[src/rtl/axi_lite_uart_csr.sv]
// AXI4-Lite register front end for the UART. It holds the TX/RX byte FIFOs, CONFIG, a STATUS
// register with sticky error bits, and a maskable registered interrupt.
module axi_lite_uart_csr #(
  parameter int          P_S_AXI_ADDR_WIDTH = 16,
  parameter int          P_FIFO_DEPTH       = 8,
  parameter logic [31:0] P_CFG_RESET        = 32'h8400_0032
) (
  input  logic                          clock,
  input  logic                          reset,
  input  logic [P_S_AXI_ADDR_WIDTH-1:0] s_axi_awaddr,
  input  logic                          s_axi_awvalid,
  output logic                          s_axi_awready,
  input  logic [31:0]                   s_axi_wdata,
  input  logic [3:0]                    s_axi_wstrb,
  input  logic                          s_axi_wvalid,
  output logic                          s_axi_wready,
  output logic [1:0]                    s_axi_bresp,
  output logic                          s_axi_bvalid,
  input  logic                          s_axi_bready,
  input  logic [P_S_AXI_ADDR_WIDTH-1:0] s_axi_araddr,
  input  logic                          s_axi_arvalid,
  output logic                          s_axi_arready,
  output logic [31:0]                   s_axi_rdata,
  output logic [1:0]                    s_axi_rresp,
  output logic                          s_axi_rvalid,
  input  logic                          s_axi_rready,
  output logic [7:0]                    o_tx_data,
  output logic                          o_tx_valid,
  input  logic                          i_tx_ready,
  input  logic [7:0]                    i_rx_data,
  input  logic                          i_rx_valid,
  output logic                          o_rts,
  output logic [31:0]                   o_cfg,
  output logic                          o_irq
);

  localparam int PW = $clog2(P_FIFO_DEPTH);
  localparam int CW = $clog2(P_FIFO_DEPTH + 1);
  localparam int FIFO_RX = 0;
  localparam int FIFO_TX = 1;

  localparam logic [1:0] RESP_OKAY   = 2'b00;
  localparam logic [1:0] RESP_SLVERR = 2'b10;
  localparam logic [1:0] RESP_DECERR = 2'b11;

  typedef enum logic [2:0] {
    REG_RXDATA = 3'd0,
    REG_TXDATA = 3'd1,
    REG_CONFIG = 3'd2,
    REG_STATUS = 3'd3,
    REG_IRQ_EN = 3'd4
  } reg_e;

  // Only word offsets 0x00..0x10 exist. Any other address bit above bit 1 decodes as unmapped.
  function automatic logic addr_ok(input logic [P_S_AXI_ADDR_WIDTH-1:0] a);
    return ((a >> 5) == '0) && (a[4:2] <= REG_IRQ_EN);
  endfunction

  // ---------------------------------------------------------------- FIFO storage
  logic [7:0]    fifo_mem [2][P_FIFO_DEPTH];
  logic [PW-1:0] wr_ptr   [2];
  logic [PW-1:0] rd_ptr   [2];
  logic [CW-1:0] fifo_cnt [2];
  logic [7:0]    fifo_din [2];
  logic [1:0]    fifo_push;
  logic [1:0]    fifo_pop;
  logic [1:0]    fifo_empty;
  logic [1:0]    fifo_full;

  for (genvar f = 0; f < 2; f++) begin : g_flags
    assign fifo_empty[f] = (fifo_cnt[f] == '0);
    assign fifo_full[f]  = (fifo_cnt[f] == CW'(P_FIFO_DEPTH));
  end

  // NOTE: the storage array has no reset. Pointers and counts alone define which entries are
  // valid, so the array can map onto plain RAM.
  always_ff @(posedge clock) begin
    for (int f = 0; f < 2; f++)
      if (fifo_push[f]) fifo_mem[f][wr_ptr[f]] <= fifo_din[f];
  end

  // NOTE: sequential state always uses non-blocking assignment, so every register in the
  // same edge sees the pre-edge values of the others.
  always_ff @(posedge clock or negedge reset) begin
    if (!reset) begin
      for (int f = 0; f < 2; f++) begin
        wr_ptr[f]   <= '0;
        rd_ptr[f]   <= '0;
        fifo_cnt[f] <= '0;
      end
    end else begin
      for (int f = 0; f < 2; f++) begin
        if (fifo_push[f]) wr_ptr[f] <= wr_ptr[f] + PW'(1);
        if (fifo_pop[f])  rd_ptr[f] <= rd_ptr[f] + PW'(1);
        if (fifo_push[f] && !fifo_pop[f])      fifo_cnt[f] <= fifo_cnt[f] + CW'(1);
        else if (!fifo_push[f] && fifo_pop[f]) fifo_cnt[f] <= fifo_cnt[f] - CW'(1);
      end
    end
  end

  logic [7:0] rx_head;
  logic [7:0] rx_count;
  logic [7:0] tx_count;

  assign rx_head    = fifo_mem[FIFO_RX][rd_ptr[FIFO_RX]];
  assign o_tx_data  = fifo_mem[FIFO_TX][rd_ptr[FIFO_TX]];
  assign o_tx_valid = ~fifo_empty[FIFO_TX];
  assign o_rts      = fifo_full[FIFO_RX];
  assign rx_count   = 8'(fifo_cnt[FIFO_RX]);
  assign tx_count   = 8'(fifo_cnt[FIFO_TX]);

  // ---------------------------------------------------------------- write channel
  logic                          ready_en;
  logic                          aw_held;
  logic                          w_held;
  logic [P_S_AXI_ADDR_WIDTH-1:0] aw_addr_q;
  logic [31:0]                   w_data_q;
  logic [3:0]                    w_strb_q;

  logic                          aw_hs;
  logic                          w_hs;
  logic                          wr_commit;
  logic                          wr_ok;
  logic [P_S_AXI_ADDR_WIDTH-1:0] wr_addr;
  logic [31:0]                   wr_data;
  logic [3:0]                    wr_strb;
  logic [2:0]                    wr_word;
  logic [1:0]                    wr_resp;

  // ready_en keeps every ready low during reset and for the first edge after reset is released.
  assign s_axi_awready = ready_en & ~aw_held & ~s_axi_bvalid;
  assign s_axi_wready  = ready_en & ~w_held & ~s_axi_bvalid;
  assign aw_hs         = s_axi_awvalid & s_axi_awready;
  assign w_hs          = s_axi_wvalid & s_axi_wready;

  assign wr_addr   = aw_held ? aw_addr_q : s_axi_awaddr;
  assign wr_data   = w_held ? w_data_q : s_axi_wdata;
  assign wr_strb   = w_held ? w_strb_q : s_axi_wstrb;
  assign wr_word   = wr_addr[4:2];
  assign wr_ok     = addr_ok(wr_addr);
  assign wr_commit = (aw_held | aw_hs) & (w_held | w_hs);

  logic tx_wr;
  logic tx_push;
  logic tx_err_set;
  logic cfg_we;
  logic status_w1c;
  logic irq_en_we;

  assign tx_wr      = wr_commit & wr_ok & (wr_word == REG_TXDATA) & wr_strb[0];
  assign tx_push    = tx_wr & ~fifo_full[FIFO_TX];
  assign tx_err_set = tx_wr & fifo_full[FIFO_TX];
  assign cfg_we     = wr_commit & wr_ok & (wr_word == REG_CONFIG);
  assign status_w1c = wr_commit & wr_ok & (wr_word == REG_STATUS) & wr_strb[0];
  assign irq_en_we  = wr_commit & wr_ok & (wr_word == REG_IRQ_EN) & wr_strb[0];
  assign wr_resp    = !wr_ok ? RESP_DECERR : (tx_err_set ? RESP_SLVERR : RESP_OKAY);

  always_ff @(posedge clock or negedge reset) begin
    if (!reset) begin
      ready_en     <= 1'b0;
      aw_held      <= 1'b0;
      w_held       <= 1'b0;
      aw_addr_q    <= '0;
      w_data_q     <= '0;
      w_strb_q     <= '0;
      s_axi_bvalid <= 1'b0;
      s_axi_bresp  <= RESP_OKAY;
    end else begin
      ready_en <= 1'b1;
      if (s_axi_bvalid && s_axi_bready) s_axi_bvalid <= 1'b0;
      if (wr_commit) begin
        aw_held      <= 1'b0;
        w_held       <= 1'b0;
        s_axi_bvalid <= 1'b1;
        s_axi_bresp  <= wr_resp;
      end else begin
        if (aw_hs) begin
          aw_held   <= 1'b1;
          aw_addr_q <= s_axi_awaddr;
        end
        if (w_hs) begin
          w_held   <= 1'b1;
          w_data_q <= s_axi_wdata;
          w_strb_q <= s_axi_wstrb;
        end
      end
    end
  end

  // ---------------------------------------------------------------- control / status state
  logic [31:0] cfg;
  logic [2:0]  irq_en;
  logic        rx_overrun;
  logic        tx_err;
  logic        rx_push;
  logic        rx_pop;
  logic        rx_overrun_set;
  logic [31:0] status_word;

  assign o_cfg = cfg;

  // A full RX FIFO still takes a byte when a read pops it in the same cycle.
  assign rx_push        = i_rx_valid & (~fifo_full[FIFO_RX] | rx_pop);
  assign rx_overrun_set = i_rx_valid & fifo_full[FIFO_RX] & ~rx_pop;

  assign fifo_push[FIFO_RX] = rx_push;
  assign fifo_pop[FIFO_RX]  = rx_pop;
  assign fifo_din[FIFO_RX]  = i_rx_data;
  assign fifo_push[FIFO_TX] = tx_push;
  assign fifo_pop[FIFO_TX]  = o_tx_valid & i_tx_ready;
  assign fifo_din[FIFO_TX]  = wr_data[7:0];

  assign status_word = {8'b0, tx_count, rx_count, 2'b0, tx_err, rx_overrun,
                        fifo_full[FIFO_TX], fifo_empty[FIFO_TX],
                        fifo_full[FIFO_RX], ~fifo_empty[FIFO_RX]};

  always_ff @(posedge clock or negedge reset) begin
    if (!reset) begin
      cfg        <= P_CFG_RESET;
      irq_en     <= '0;
      rx_overrun <= 1'b0;
      tx_err     <= 1'b0;
      o_irq      <= 1'b0;
    end else begin
      if (cfg_we)
        for (int b = 0; b < 4; b++)
          if (wr_strb[b]) cfg[8*b +: 8] <= wr_data[8*b +: 8];
      if (irq_en_we) irq_en <= wr_data[2:0];
      // A set event in the same cycle as its W1C clear wins.
      rx_overrun <= rx_overrun_set | (rx_overrun & ~(status_w1c & wr_data[4]));
      tx_err     <= tx_err_set | (tx_err & ~(status_w1c & wr_data[5]));
      o_irq      <= |(irq_en & {rx_overrun | tx_err, fifo_empty[FIFO_TX], ~fifo_empty[FIFO_RX]});
    end
  end

  // ---------------------------------------------------------------- read channel
  logic        ar_hs;
  logic        rd_ok;
  logic [2:0]  rd_word;
  logic [31:0] rd_value;

  assign s_axi_arready = ready_en & ~s_axi_rvalid;
  assign ar_hs         = s_axi_arvalid & s_axi_arready;
  assign rd_word       = s_axi_araddr[4:2];
  assign rd_ok         = addr_ok(s_axi_araddr);
  assign rx_pop        = ar_hs & rd_ok & (rd_word == REG_RXDATA) & ~fifo_empty[FIFO_RX];

  // NOTE: every combinational output gets a default first, so no path through the block infers a latch.
  always_comb begin
    rd_value = '0;
    if (rd_ok) begin
      case (rd_word)
        REG_RXDATA: if (!fifo_empty[FIFO_RX]) rd_value = {23'b0, 1'b1, rx_head};
        REG_CONFIG: rd_value = cfg;
        REG_STATUS: rd_value = status_word;
        REG_IRQ_EN: rd_value = {29'b0, irq_en};
        default:    rd_value = '0;
      endcase
    end
  end

  always_ff @(posedge clock or negedge reset) begin
    if (!reset) begin
      s_axi_rvalid <= 1'b0;
      s_axi_rdata  <= '0;
      s_axi_rresp  <= RESP_OKAY;
    end else if (ar_hs) begin
      s_axi_rvalid <= 1'b1;
      s_axi_rdata  <= rd_value;
      s_axi_rresp  <= rd_ok ? RESP_OKAY : RESP_DECERR;
    end else if (s_axi_rready) begin
      s_axi_rvalid <= 1'b0;
    end
  end

  // Byte-lane address bits carry no meaning for a 32-bit register file.
  logic unused_addr_bits;
  assign unused_addr_bits = ^{wr_addr[1:0], s_axi_araddr[1:0]};

endmodule

[config.mk]
export PLATFORM = sky130hd
export DESIGN_NAME = axi_lite_uart_csr
export DESIGN_NICKNAME = d
export VERILOG_FILES = /design/src/rtl/axi_lite_uart_csr.sv
export SDC_FILE = /design/constraint.sdc
export NUM_CORES = 1
export LEC_CHECK = 0
export ABC_AREA = 1
export BUFFER_PORTS_ARGS = -buffer_cell sky130_fd_sc_hd__buf_4
export CAP_MARGIN = 20
export CORE_ASPECT_RATIO = 0.9
export CORE_MARGIN = 10
export CORE_UTILIZATION = 35
export DETAILED_ROUTE_END_ITERATION = 10
export GPL_TIMING_DRIVEN = 0
export HOLD_SLACK_MARGIN = 0.15
export PLACE_DENSITY_LB_ADDON = 0.05
export SLEW_MARGIN = 10
export SYNTH_ARGS = -nofsm -noshare
export SYNTH_HDL_FRONTEND = slang
export SYNTH_SLANG_ARGS = --single-unit
[constraint.sdc]
create_clock -name clock -period 3.66 [get_ports clock]
set_input_delay 0.732 -clock clock [delete_from_list [all_inputs] [get_ports clock]]
set_output_delay 0.732 -clock clock [all_outputs]
set_load 0.05 [all_outputs]
### Word level (Yosys, flattened, before mapping)

Memory sizes are Yosys's and may differ from the RTL's.
Cells that the tools add are included.

* flip-flop bits (word level): 151
* RAM bits: 128
* bits of input ports: 85
* output and inout port bits: 84
* word-level logic and storage cells: 170
* memories: 1

Memories
* fifo_mem: words 2, bits a word 64, rd ports 2, clocked after Yosys merged registers in 0, write ports 2, RTL line 60 `logic [7:0] fifo_mem [2][P_FIFO_DEPTH];`

* add/subtract/negate cells: 8
* order comparisons: 8
* equal/unequal tests: 9
* multiplexer cells: 35
* bitwise operators: 53
* reductions and logical operators: 31

Operators by type and width (number)
* two-way mux 64 bit: 2
* one-hot mux 32 bit (4 select lines): 1
* two-way mux 32 bit: 2
* binary-select mux 8 bit (select 3 bit): 2
* demux 8 bit (select 3 bit): 2
* two-way mux 8 bit: 6
* logical NOT 16 bit: 2
* bitwise AND 1 bit: 30
* two-way mux 4 bit: 5
* >= comparator 4 bit, second input constant: 4
* two-way mux 16 bit: 1
* NOT 3 -> 4 bit: 4
* adder 3 x 1 -> 3 bit, second input constant: 4
* equality test 3 x 2 -> 1 bit, second input constant: 4
* NOT 1 bit: 12
* AND reduction 2 bit: 6
* nonzero test 2 bit: 6
* two-way mux 1 bit: 10
* logical AND 1 bit: 9
* two-way mux 9 bit: 1
* adder 4 x 1 -> 4 bit, second input constant: 2
* equality test 4 bit, second input constant: 2
* logical NOT 4 bit: 2
* less-than comparator 4 x 1 -> 1 bit, second input constant: 2
* 10 further kinds: 23

### Depth between registers and ports, before layout

* depth after elaboration: 14
* mapped depth: 19
* depth with buffers taken out: 19

### Least setup slack after synthesis

Ideal clock, no wire load.

* path kind: reg2reg
* start: register s_axi_rvalid
* end: register fifo_cnt[7] (netlist name)
* setup time: 0.125 ns
* arrival: 3.287 ns
* data required time: 3.535 ns
* path slack: 0.248 ns
* cell stages (with the launch flop): 18
* path buffers: 0
* period minus slack after synthesis: 3.412 ns
* cell sequence: dfrtp_1 > nor2_1 > nand2_2 > nor2_4 > nand2_1 > nand2_1 > nand2_2 > inv_1 > ha_1 > inv_1 > ha_1 > nand2_1 > nand2_1 > a21oi_1 > nand2_1 > nand2_1 > nor2_1 > xor2_1

* longest elaborated chain between the ends: 11
* elaborated cells on any way between the ends: 14
* those cells by class: 1 x mux; 8 x bitwise; 5 x reduce/logical

Ends and longest elaborated chain
* start: declaration: RTL line 25 `output logic s_axi_rvalid,`
* start signal: assignment: RTL line 264 `s_axi_rvalid <= 1'b0;`
* start signal: assignment: RTL line 268 `s_axi_rvalid <= 1'b1;`
* start signal: assignment: RTL line 272 `s_axi_rvalid <= 1'b0;`
* NOT 1 bit *: RTL line 242 `assign s_axi_arready = ready_en & ~s_axi_rvalid;`
* bitwise AND 1 bit *: RTL line 242
* via s_axi_arready: RTL line 22 `output logic s_axi_arready,`
* bitwise AND 1 bit *: RTL line 243 `assign ar_hs = s_axi_arvalid & s_axi_arready;`
* bitwise AND 1 bit * (3 in a row): RTL line 246 `assign rx_pop = ar_hs & rd_ok & (rd_word == REG_RXDATA) & ~fifo_empty[FIFO_RX];`
* bitwise OR 1 bit *: RTL line 203 `assign rx_push = i_rx_valid & (~fifo_full[FIFO_RX] | rx_pop);`
* bitwise AND 1 bit *: RTL line 203
* via rx_push: RTL line 195 `logic rx_push;`
* logical NOT 1 bit: RTL line 96 `else if (!fifo_push[f] && fifo_pop[f]) fifo_cnt[f] <= fifo_cnt[f] - CW'(1);`
* logical AND 1 bit: RTL line 96
* nonzero test 2 bit (no line)
* end signal: indexed assignment: RTL line 95 `if (fifo_push[f] && !fifo_pop[f]) fifo_cnt[f] <= fifo_cnt[f] + CW'(1);`
* end signal: indexed assignment: RTL line 96
* end: declaration: RTL line 63 `logic [CW-1:0] fifo_cnt [2];`

The timed path passes the listed nets; every way through them passes the cells marked *.
A chain may end at the register's enable or synchronous reset.

### Final worst setup path

* start: register rd_ptr[1] (netlist name)
* end: output o_tx_data[6]

* longest elaborated chain between the ends: 4

Ends and longest elaborated chain
* start: declaration: RTL line 62 `logic [PW-1:0] rd_ptr [2];`
* start signal: indexed assignment: RTL line 94 `if (fifo_pop[f]) rd_ptr[f] <= rd_ptr[f] + PW'(1);`
* NOT 3 -> 4 bit (implied by the code): RTL line 106 `assign o_tx_data = fifo_mem[FIFO_TX][rd_ptr[FIFO_TX]];`
* binary-select mux 8 bit (select 3 bit): RTL line 106
* two-way mux 8 bit (implied by the code) (2 in a row): RTL line 106
* end: declaration: RTL line 27 `output logic [7:0] o_tx_data,`

No other way between the ends. The select of a mux whose other input is x is not followed.

==> qor.yml <==
cp_top_family: "buffers and inverters"
synth_warnings: 0
drtAntennaViolNets: 0
place_congestion: 0.800
core_area_um2: 33800
p_leak_nw: 6.52
ctsResizeCount: 0
period_needed_ns: 3.39
crit_slowest_cell: "clkbuf_1"
cp-start-kind: "flop"
relSlewSlack: 0.311
fin_util: 0.441
dpl-instance-area_um2: 13800
synth_cell_type_count: 41
synth_top_area_frac: 0.323
fin_area_um2: 14900
cts_max_level: 1
synth_cells: 1193
start_util: 0.353
yosysTopAreaCell: "edfxtp_1"
dr.pass1.iters: 5
status: "finished, final reports clean"
rsz0062_at_grt: "false"
synth-seq-cells: 276
ir_drop_v: 0.000407
cts-buffers-inserted: 31
synth.most_common_cell: "nand2_1"
antenna_found_initial: 1
core.rowCount: 64
ys.flop_type: "dfrtp_1"
synth_nets: 1290
grt_max_degree: 83
hold_viol: 0
fp.dieArea_um2: 41800
vias: 9205
worst_slew_pin_slew_ns: 1.03
diodes: 0
fmaxAchievable_mhz: 295
worstPathRequired_ns: 2.93
total_power_mw: 10.0
drive_above_1_share: 0.182
arrival_ns: 2.66
avgSynthCellArea_um2: 9.99
grt_use_total: 0.173
crit_type: "flop to output port"
root_buffer: "clkbuf_16"
pin_count: 169
first_iter_violations: 527
critPathMaxStageDelay_ns: 0.51
fin_crit_sh: 0.927
fillerInstances: 3363
clock_path_buffers: 3
wl_per_cell_um: 19.6
drc: 0
area_growth_pct: 25.1
critPathBufInv: 3
fin_skew_ns: 0.0133
slew_viol_final: 0
final_nets: 1497
die_w_um: 214
vias_per_cell: 4.88
crit_path_end_kind: "output port"
cap_violations: 0
ys_seq_area_frac: 0.634
clock-sinks: 276
grt_overflow: 0
syn_area_um2: 11900
whs_ns: 0.360
insertion_delay_ns: 0.57
ys_top_cells_by_area: "edfxtp_1 (32%), dfrtp_1 (30%), nand2_1 (8.3%)"
path_clk_slew_ns: 0.07
grt_pass1_vias: 9274
io_buffers: 164
crit_fanout: 10
hpwlAfterDp_um: 26700
finalSetupViolations: 0
p_per_area_nw_per_um2: 671
synth-edff-count: 128
grt_first_pass_wirelength_um: 57000
cts_tree: "built"
crit_path_cell_trace: "inv_1, clkbuf_1, o21ai_0, o22ai_1, nor2_1, a31oi_1, buf_4"
die_y_um: 195
yosys-top-cells-count: "nand2_1 (262), o21ai_0 (169), nor2_1 (155)"
totalWireLength_um: 37000
min_path_type: "input pin to flop"
async_reset_ff_frac: 0.536
[registers in the layout (all words and copies together) (netlist names), 2 cells and up]
signal	flops
rd_ptr	6
w_strb_q	4
fifo_mem	128
s_axi_rdata	32
o_cfg	32
aw_addr_q	14
wr_ptr	6
fifo_cnt	8
irq_en	3
w_data_q	32
s_axi_bresp	2
[repair_timing]
| item | 4_1_cts | 5_1_grt |
|---|---|---|
| setup buffers | 0 | 0 |
| endpoints found under the hold margin | 26 | 0 |
| hold buffers | 1 | 0 |
[where the power goes]
part | internal, mW | switching [mW] | leakage [nW] | total (mW)
registers | 3.79 | 0.276 | 3.03 | 4.06
clock network | 1.96 | 1.29 | 0.528 | 3.25
logic | 0.822 | 1.87 | 2.97 | 2.69
[cell usage in the layout, fill, tap and decap left out, types with 6 or more instances in the layout]
master,n
o22ai_1,8
buf_4,171
a21oi_1,8
nand3_1,29
dfrtp_1,143
o21ai_1,8
nor3_1,6
xor2_1,7
o211ai_1,13
clkbuf_1,46
ha_1,10
mux2_2,8
nor2_1,155
clkinv_2,9
a22oi_1,10
buf_2,8
o21ai_0,164
a32o_1,16
nand2_1,262
inv_1,87
clkbuf_16,31
edfxtp_1,128
a31oi_1,8
nand4_1,35
[cells by family (layout without fill, tap and decap cells)]
logic type | count (synthesis) | count (layout) | share of synthesized area
mux | 8 | 8 | 0.00756
simple gates | 500 | 500 | 0.173
flops | 276 | 276 | 0.634
xor+xnor | 12 | 12 | 0.00882
other cells | 1 | 1 | 0.000315
buf+inv | 144 | 376 | 0.0476
compound gates | 240 | 240 | 0.115
fa+ha+maj | 12 | 12 | 0.0139
[cell type report]
class	instances	area (um^2)	share of cell area
clock buffer	37	828	0.0555
multi-input combinational	773	3810	0.256
clock inverter	21	235	0.0158
tap	462	578	0.0388
inverter	90	338	0.0227
buffer	54	229	0.0154
timing repair buffer	174	1340	0.0895
sequential	276	7550	0.507
[path summary, 6_finish.rpt]
kind	cells past startpoint	slack, ns	endpoint	from
worst min register to register	2	0.48	s_axi_rdata[7]	s_axi_rdata[7]
worst max-delay path	7	0.27	o_tx_data[6]	rd_ptr[1]
max in group asynchronous	3	2.08	o_cfg[5]	reset
worst min-delay path	2	0.36	s_axi_rvalid	s_axi_rready
worst max register to register	10	0.61	fifo_mem[0][31]	ready_en
min in group asynchronous	2	0.73	s_axi_rdata[27]	reset
[metrics by stage]
step	cells	worst slack, ns	setup TNS, ns
2_1_floorplan	1193	0.248	0
3_3_place_gp	1819	-0.162	-2.04
3_5_place_dp	1828	0.0601	0
4_1_cts	1887	0.174	0
5_1_grt	1887	0.0663	0
6_report	1887	0.266	0
[layer usage]
| layer | track usage | routed length, um |
|---|---|---|
| met5 | 0 | 13 |
| met4 | 0.0394 | 746 |
| met3 | 0.0439 | 2160 |
| met2 | 0.274 | 16900 |
| met1 | 0.235 | 17200 |
(Power assumes the default switching activity.)
